==> src/rtl/cache_line_mover.sv <==
// cache_line_mover
// Cache-side bus master for one cache (I or D). It takes a single-cycle
// fill or writeback command, drives the tagged request beats toward the
// arbiter, and gathers the tagged response beats back into a whole line.
//
// Ports
//   clk, reset                 clock; asynchronous active-low reset
//   cmd_valid/cmd_write        command strobe; 1 = writeback, 0 = fill
//   cmd_addr, cmd_wdata        line address and writeback line (beat 0 in LSBs)
//   cmd_ready, done            idle indicator; one-cycle completion pulse
//   fill_data                  assembled fill line (beat 0 in LSBs)
//   req/reqtag/reqcyc/reqack   request beat channel toward the arbiter
//   resp/resptag/respcyc/respack response beat channel from the arbiter
module cache_line_mover #(
    parameter int DATA_WIDTH = 64,
    parameter int TAG_WIDTH  = 13,
    parameter int LINE_BEATS = 8,
    parameter int IS_INST    = 0,
    parameter int CLIENT_ID  = 0
) (
    input  logic                             clk,
    input  logic                             reset,
    input  logic                             cmd_valid,
    input  logic                             cmd_write,
    input  logic [DATA_WIDTH-1:0]            cmd_addr,
    input  logic [DATA_WIDTH*LINE_BEATS-1:0] cmd_wdata,
    output logic                             cmd_ready,
    output logic                             done,
    output logic [DATA_WIDTH*LINE_BEATS-1:0] fill_data,
    output logic [DATA_WIDTH-1:0]            req,
    output logic [TAG_WIDTH-1:0]             reqtag,
    output logic                             reqcyc,
    input  logic                             reqack,
    input  logic [DATA_WIDTH-1:0]            resp,
    input  logic [TAG_WIDTH-1:0]             resptag,
    input  logic                             respcyc,
    output logic                             respack
);
    localparam int CW = $clog2(LINE_BEATS);
    localparam logic [CW-1:0] LAST = CW'(LINE_BEATS - 1);

    // Tag: [12] read/write, [11:8] memory target, [7] I/D cache, [6:0] client.
    localparam logic [12:0] RD_TAG13 = {1'b1, 4'b0001, 1'(IS_INST), 7'(CLIENT_ID)};
    localparam logic [12:0] WR_TAG13 = {1'b0, 4'b0001, 1'(IS_INST), 7'(CLIENT_ID)};
    localparam logic [TAG_WIDTH-1:0] RD_TAG = TAG_WIDTH'(RD_TAG13);
    localparam logic [TAG_WIDTH-1:0] WR_TAG = TAG_WIDTH'(WR_TAG13);

    typedef enum logic [2:0] {IDLE, RD_ADDR, RD_DATA, WR_ADDR, WR_DATA, DONE} state_t;

    state_t                                 state, state_nxt;
    logic [CW-1:0]                          cnt;
    logic [DATA_WIDTH-1:0]                  addr_q;
    logic [LINE_BEATS-1:0][DATA_WIDTH-1:0]  wline_q;
    logic [LINE_BEATS-1:0][DATA_WIDTH-1:0]  fline_q;

    // Qualified by reset so the cache never sees ready while held in reset.
    assign cmd_ready = (state == IDLE) && reset;
    assign fill_data = fline_q;

    always_ff @(posedge clk or negedge reset) begin
        if (!reset) state <= IDLE;
        else        state <= state_nxt;
    end

    // Request outputs decode straight from the state flop, so they are
    // glitch-free and hold steady across any number of stalled cycles.
    always_comb begin
        state_nxt = state;
        reqcyc    = 1'b0;
        req       = '0;
        reqtag    = '0;
        respack   = 1'b0;
        done      = 1'b0;
        case (state)
            IDLE: if (cmd_valid) state_nxt = cmd_write ? WR_ADDR : RD_ADDR;
            RD_ADDR: begin
                reqcyc = 1'b1;
                req    = addr_q;
                reqtag = RD_TAG;
                if (reqack) state_nxt = RD_DATA;
            end
            RD_DATA: begin
                // Beats carrying another client's tag are left for that client.
                respack = respcyc && (resptag == RD_TAG);
                if (respack && cnt == LAST) state_nxt = DONE;
            end
            WR_ADDR: begin
                reqcyc = 1'b1;
                req    = addr_q;
                reqtag = WR_TAG;
                if (reqack) state_nxt = WR_DATA;
            end
            WR_DATA: begin
                reqcyc = 1'b1;
                req    = wline_q[cnt];
                reqtag = WR_TAG;
                if (reqack && cnt == LAST) state_nxt = DONE;
            end
            DONE: begin
                done      = 1'b1;
                state_nxt = IDLE;
            end
            default: state_nxt = IDLE;
        endcase
    end

    // Beat counter wraps to 0 on the last beat because LINE_BEATS is a power of two.
    always_ff @(posedge clk or negedge reset) begin
        if (!reset) begin
            cnt     <= '0;
            addr_q  <= '0;
            wline_q <= '0;
            fline_q <= '0;
        end else begin
            case (state)
                IDLE: if (cmd_valid) begin
                    addr_q  <= cmd_addr;
                    wline_q <= cmd_wdata;
                    cnt     <= '0;
                end
                RD_DATA: if (respack) begin
                    fline_q[cnt] <= resp;
                    cnt          <= cnt + 1'b1;
                end
                WR_ADDR: if (reqack) cnt <= '0;
                WR_DATA: if (reqack) cnt <= cnt + 1'b1;
                default: ;
            endcase
        end
    end
endmodule

==> config.mk <==
export PLATFORM = sky130hd
export DESIGN_NAME = cache_line_mover
export DESIGN_NICKNAME = d
export VERILOG_FILES = /design/src/rtl/cache_line_mover.sv
export SDC_FILE = /design/constraint.sdc
export NUM_CORES = 1
export LEC_CHECK = 0
export ABC_AREA = 1
export ABC_CLOCK_PERIOD_IN_PS = 1840
export CAP_MARGIN = 10
export CORE_AREA = 3 3 492 494
export CTS_BUF_LIST = sky130_fd_sc_hd__clkbuf_4 sky130_fd_sc_hd__clkbuf_8
export CTS_CLUSTER_DIAMETER = 100
export DETAILED_ROUTE_END_ITERATION = 6
export DIE_AREA = 0 0 495 497
export PLACE_DENSITY = 0.5
export SYNTH_ARGS = -nofsm -noshare
export SYNTH_HDL_FRONTEND = slang
export SYNTH_SLANG_ARGS = --single-unit
==> constraint.sdc <==
create_clock -name clk -period 1.84 [get_ports clk]
set_input_delay 0.46 -clock clk [delete_from_list [all_inputs] [get_ports clk]]
set_output_delay 0.46 -clock clk [all_outputs]
set_load 0.05 [all_outputs]
### Yosys cells after proc, flatten, opt, wreduce, memory -nomap -nowiden

Index checks and enable logic that the tools add are counted.
W data, S select, Z words.

* bits in registers: 1094
* latch bits: 0
* RAM bits: 0
* memory bits (read-only): 0
* output and inout port bits: 593
* memories kept: 0

* add/sub/neg operators: 1
* $mul: 0
* divide/modulo/power cells: 0
* magnitude comparators: 2
* equal/unequal tests: 14
* shift operators: 0
* multiplexer cells: 22
* bitwise gates (word level): 0
* reduce and logical (&&, ||, !) cells: 14

Operators with widths (number)
* $bwmux W512: 1
* $bmux W64 S3: 1
* $demux W64 S3: 1
* $mux W64: 2
* $pmux W64 S2: 1
* $mux W3: 9
* $pmux W13 S2: 1
* $pmux W3 S5: 1
* $ne A2 B2 Y1 const B: 7
* $eq A13 B13 Y1 const B: 1
* $pmux W3 S4: 1
* $reduce_and A5 Y1: 2
* $eq A3 B3 Y1 const B: 3
* $eq A3 B2 Y1 const B: 2
* $logic_and A1 B1 Y1: 5
* $lt A3 B4 Y1 const B: 1
* $reduce_and A2 Y1: 2
* $reduce_bool A4 Y1: 1
* $reduce_or A2 Y1: 2
* $add A3 B1 Y3 const B: 1
* $eq A3 B1 Y1 const B: 1
* $ge A3 B1 Y1 const B: 1
* $logic_not A3 Y1: 1
* $mux W1: 3
* 2 further kinds: 2

### Longest topological paths before layout

* depth after elaboration: 5
* gate-level depth with buffers: 11
* mapped depth without buffers: 9

### Worst setup path before layout

OpenSTA, ideal clock, no wires.

* kind: register to output
* start: reg state[2]
* end: out req[3]
* data arrival time: 1.896 ns
* slack: -0.516 ns
* stages on the path, launching flop included: 5
* path buffers: 1
* cell sequence: dfrtp_1 inv_2 nand2_1 clkbuf_1 o21ai_0

* word-level cells in the longest chain between the ends: 3
* elaborated cells between the ends (all ways): 5
* those cells by class: 3 x eq/ne; 1 x mux; 1 x reduce/logical

Ends and longest elaborated chain
* start: declaration: line 50 `state_t state, state_nxt;`
* start signal: assignment: line 62 `else state <= state_nxt;`
* $eq A3 B2 Y1 or $eq A3 B1 Y1 (tied branches): line 74 `case (state)`
* $reduce_or A2 Y1 (no source line)
* $pmux W64 S2 (*): line 74
* end: declaration: line 30 `output logic [DATA_WIDTH-1:0] req,`

Every way passes the cells marked *; elsewhere a longest branch is shown, timed or not.

### Worst setup path after layout

* start: reg cnt[0]
* end: out req[61]

* word-level cells in the longest chain between the ends: 3

Ends and longest elaborated chain
* start: declaration: line 51 `logic [CW-1:0] cnt;`
* start signal: assignment: line 123 `cnt <= cnt + 1'b1;`
* start signal: assignment: line 126 `WR_DATA: if (reqack) cnt <= cnt + 1'b1;`
* $bmux W64 S3: line 95 `req = wline_q[cnt];`
* $mux W64 (not written as such): line 95
* $pmux W64 S2: line 74

Every way passes these cells. The select of a mux whose other input is x is not followed.

==> reports/metrics.cfg <==
[cts]
htree_num_levels=4
path_clk_slew_ns=0.06
cts_tree=yes
clk_latency_ns=0.90
clockRootBuffer=clkbuf_8
cts_made_buffers=196
clk_path_buf_depth=3
cts_sinks=1094

[floorplanning]
design.core.area_mm2=0.238
die_area_mm2=0.246
initial_core_util=0.205
die_x_um=495
pin_count=1252
die_y_um=497
core.rowCount=179

[power]
power_frac_comb=0.439
leakagePower_nw=37.4
p_per_area_mw_per_mm2=1360
p_int_mw=64.3
vdd_drop_max_mv=0.844
swShare=0.381
p_sw_mw=39.6
report.power.total_mw=104
pwr-share-clk=0.242
power_frac_seq=0.320

[critical_path]
crit_path_top_delay_cell=dfrtp_4
cp-end-kind=primary output
path_max_fanout=11
critPathLaunchType=flip-flop
worstPathCellList=buf_12, buf_16, bufbuf_16, o21ai_2, nand2_1, nand2_2, nand2_1, nand2_1, nand2_1, o21ai_4, buf_12
path_buf_inv=4
arrival_ns=3.00
slowest_delay_ns=0.54
crit_type=flip-flop to primary output
cp_top_family=buffers and inverters
crit_top_cell=nand2_1
crit_required_ns=1.38

[logic_synthesis]
synthAdderAreaFrac=0.000513
yosys.area_share.xor_xnor=0
syn_area_per_cell_um2=8.70
synthMuxAreaShare=0.0670
syn-instance-count=5608
synthSimpleGateAreaFrac=0.233
synth_top_family_by_area=simple AND/OR/NAND/NOR gates
yosysSeqAreaShare=0.561
synth_compound_area_frac=0.0663
ys_ff_latch=1094
synth_area_mm2=0.0488
ys_types=30
yosys_warnings=0

[layout]
syn_to_final_growth_pct=56.5
nets=7976
design_area_mm2=0.0764
layoutNonFillerInstCount=10653
drive_above_1_share=0.278

[sta]
hold_viol=0
worst_slew_pin_slew_ns=0.695
rsz0062_at_grt=true
layout_min_cycle_time_ns=3.46
fmax_mhz=289
finalCritPeriodShare=1.88
setup_violations=1479
setup_tns_ns=-284.68
finalWorstSetupSlack_ns=-1.62
drv_slew=0
max_slew_margin=0.535
skew_ns=0.0408

[grt]
grt_pass1_wl_um=333000
grt_pass1_vias=46187
gr-total-overflow=0
grt_start_max_net_pins=105
antenna_found_initial=57
groute.usage.overall=0.184

[placement]
dp_slack_ns=-1.03
port_buffers=1240
placed_cell_area_mm2=0.0683
dp.cells=10060
place_congestion=0.859
hpwl_um=180000

[hold_path]
hold_path_class=input pin to flip-flop

[detailed_routing]
vias=46016
postRouteAntennaNets=0
drt-pass1-iter-count=7
post_drt_via_cell_ratio=4.32
routed_wl_um=236000
drc_errors=0
wl_per_cell_um=22.2
drt-initial-drc-count=3281

[job]
maxCapViolations=0

[run_status]
status=finished, violations left
failed_checks=setup timing

sequential cells by signal, indices dropped and copies added (netlist names):
signal,flops
fill_data,512
cnt,3
addr_q,64
wline_q,512
state,3
metrics by stage:
stage               hold slack, ns  utilization
CTS                       0.000189        0.316
finish                       0.158        0.321
floorplan                    0.164            -
detailed placement           0.460        0.287
global route                0.0515        0.321
global placement             0.456        0.287
per-layer routing:
metal  vias to the layer above  part of all wire  GRT usage
met4                        44             0.025     0.0495
met3                       369             0.064     0.0364
met1                     22492              0.43      0.239
met5                         -            0.0013          0
met2                      1856              0.48      0.310
li1                      21255                 -          -
layout make-up:
type | count | area (µm²)
Fill cell | 24897 | 161000
Sequential cell | 1094 | 27400
Multi-Input combinational cell | 3737 | 19700
Timing Repair Buffer | 1951 | 19700
Tap cell | 3167 | 3960
Clock buffer | 309 | 3900
Inverter | 335 | 1290
Clock inverter | 42 | 425
Antenna cell | 18 | 45.0
synthesized netlist by cell type:
library cell  count  area (µm²)
nor3_2            4        40.0
clkbuf_2         64         320
nor3_1            1        5.00
conb_1            1        3.75
nand4_1           4        25.0
or2_0             1        6.26
nand2_2           2        12.5
nand3_1         524        2620
nor2_1           14        52.6
dfrtp_1        1094       27400
ha_1              2        25.0
inv_1           331        1240
o21ai_1          55         275
clkbuf_1        106         398
buf_8            11         165
nor2_4            3        33.8
nand2_4           5        56.3
inv_2             4        15.0
buf_4            30         225
mux2_2          157        1770
nor3b_1           1        7.51
mux2_4          100        1500
a21oi_1           5        25.0
nand2_1        2261        8490
nand3b_1          1        7.51
buf_2           206        1030
buf_1            33         124
o21ai_0         584        2920
buf_6             2        22.5
a21boi_0          2        15.0
cell usage in the layout (no fill, tap or decap), drive strengths merged:
cell type	synthesis	final
dlygate4sd3	0	176
nor3	5	5
clkbuf	170	320
nor3b	1	1
inv	335	340
nand4	4	4
a21boi	2	2
conb	1	11
dfrtp	1094	1094
bufbuf	0	2
diode	0	18
a21oi	5	5
clkdlybuf4s50	0	657
nand3	524	524
nor2	17	17
buf	282	1105
nand2	2268	2268
ha	2	2
clkinvlp	0	7
mux2	257	257
o21ai	639	639
or2	1	1
bufinv	0	4
clkinv	0	26
nand3b	1	1
tightest hold or removal path, cell delays in order:
cell             delay (ns)
clkdlybuf4s50_1        0.42
nand2_1                0.07
o21ai_0                0.07
path summary, 6_finish.rpt:
| path | cells after the start | slack (ns) | startpoint | to |
|---|---|---|---|---|
| min in group asynchronous | 3 | 0.70 | reset | wline_q[286] |
| max in group asynchronous | 5 | 0.05 | reset | wline_q[280] |
| setup reg to reg | 11 | -0.36 | cnt[0] | state[0] |
| setup / recovery | 11 | -1.62 | cnt[0] | req[61] |
| hold reg to reg | 2 | 0.47 | fill_data[285] | fill_data[285] |
| hold / removal | 3 | 0.16 | cmd_wdata[26] | wline_q[26] |
power by group through the flow:
stage	Clock, mW	Combinational (mW)	Sequential, mW
6_report	25.1	45.6	33.2
4_1_cts	25.8	44.3	33.2
2_1_floorplan	0	22.9	32.6
3_3_place_gp	0	41.3	33.3
3_5_place_dp	0	41.7	33.6
5_1_grt	26.8	49.2	33.9
logic make-up (layout without fill, tap and decap cells):
family,Yosys count,count (layout)
flip-flops,1094,1094
other,1,29
AND/OR/NAND/NOR,2821,2821
adder cells (fa/ha/maj),2,2
multiplexers,257,257
AO/OA/AOI/OAI,646,646
buffers and inverters,787,2637
what timing repair did:
action                     in CTS  in global routing
pin swaps                      21                 21
setup buffers                   6                 26
cloned                          4                 15
setup endpoints to repair    1449               1519
hold endpoints to repair      658                  0
gates resized for setup       281                194
hold buffers                  176                  0
Power figures use the tool's default switching activity.
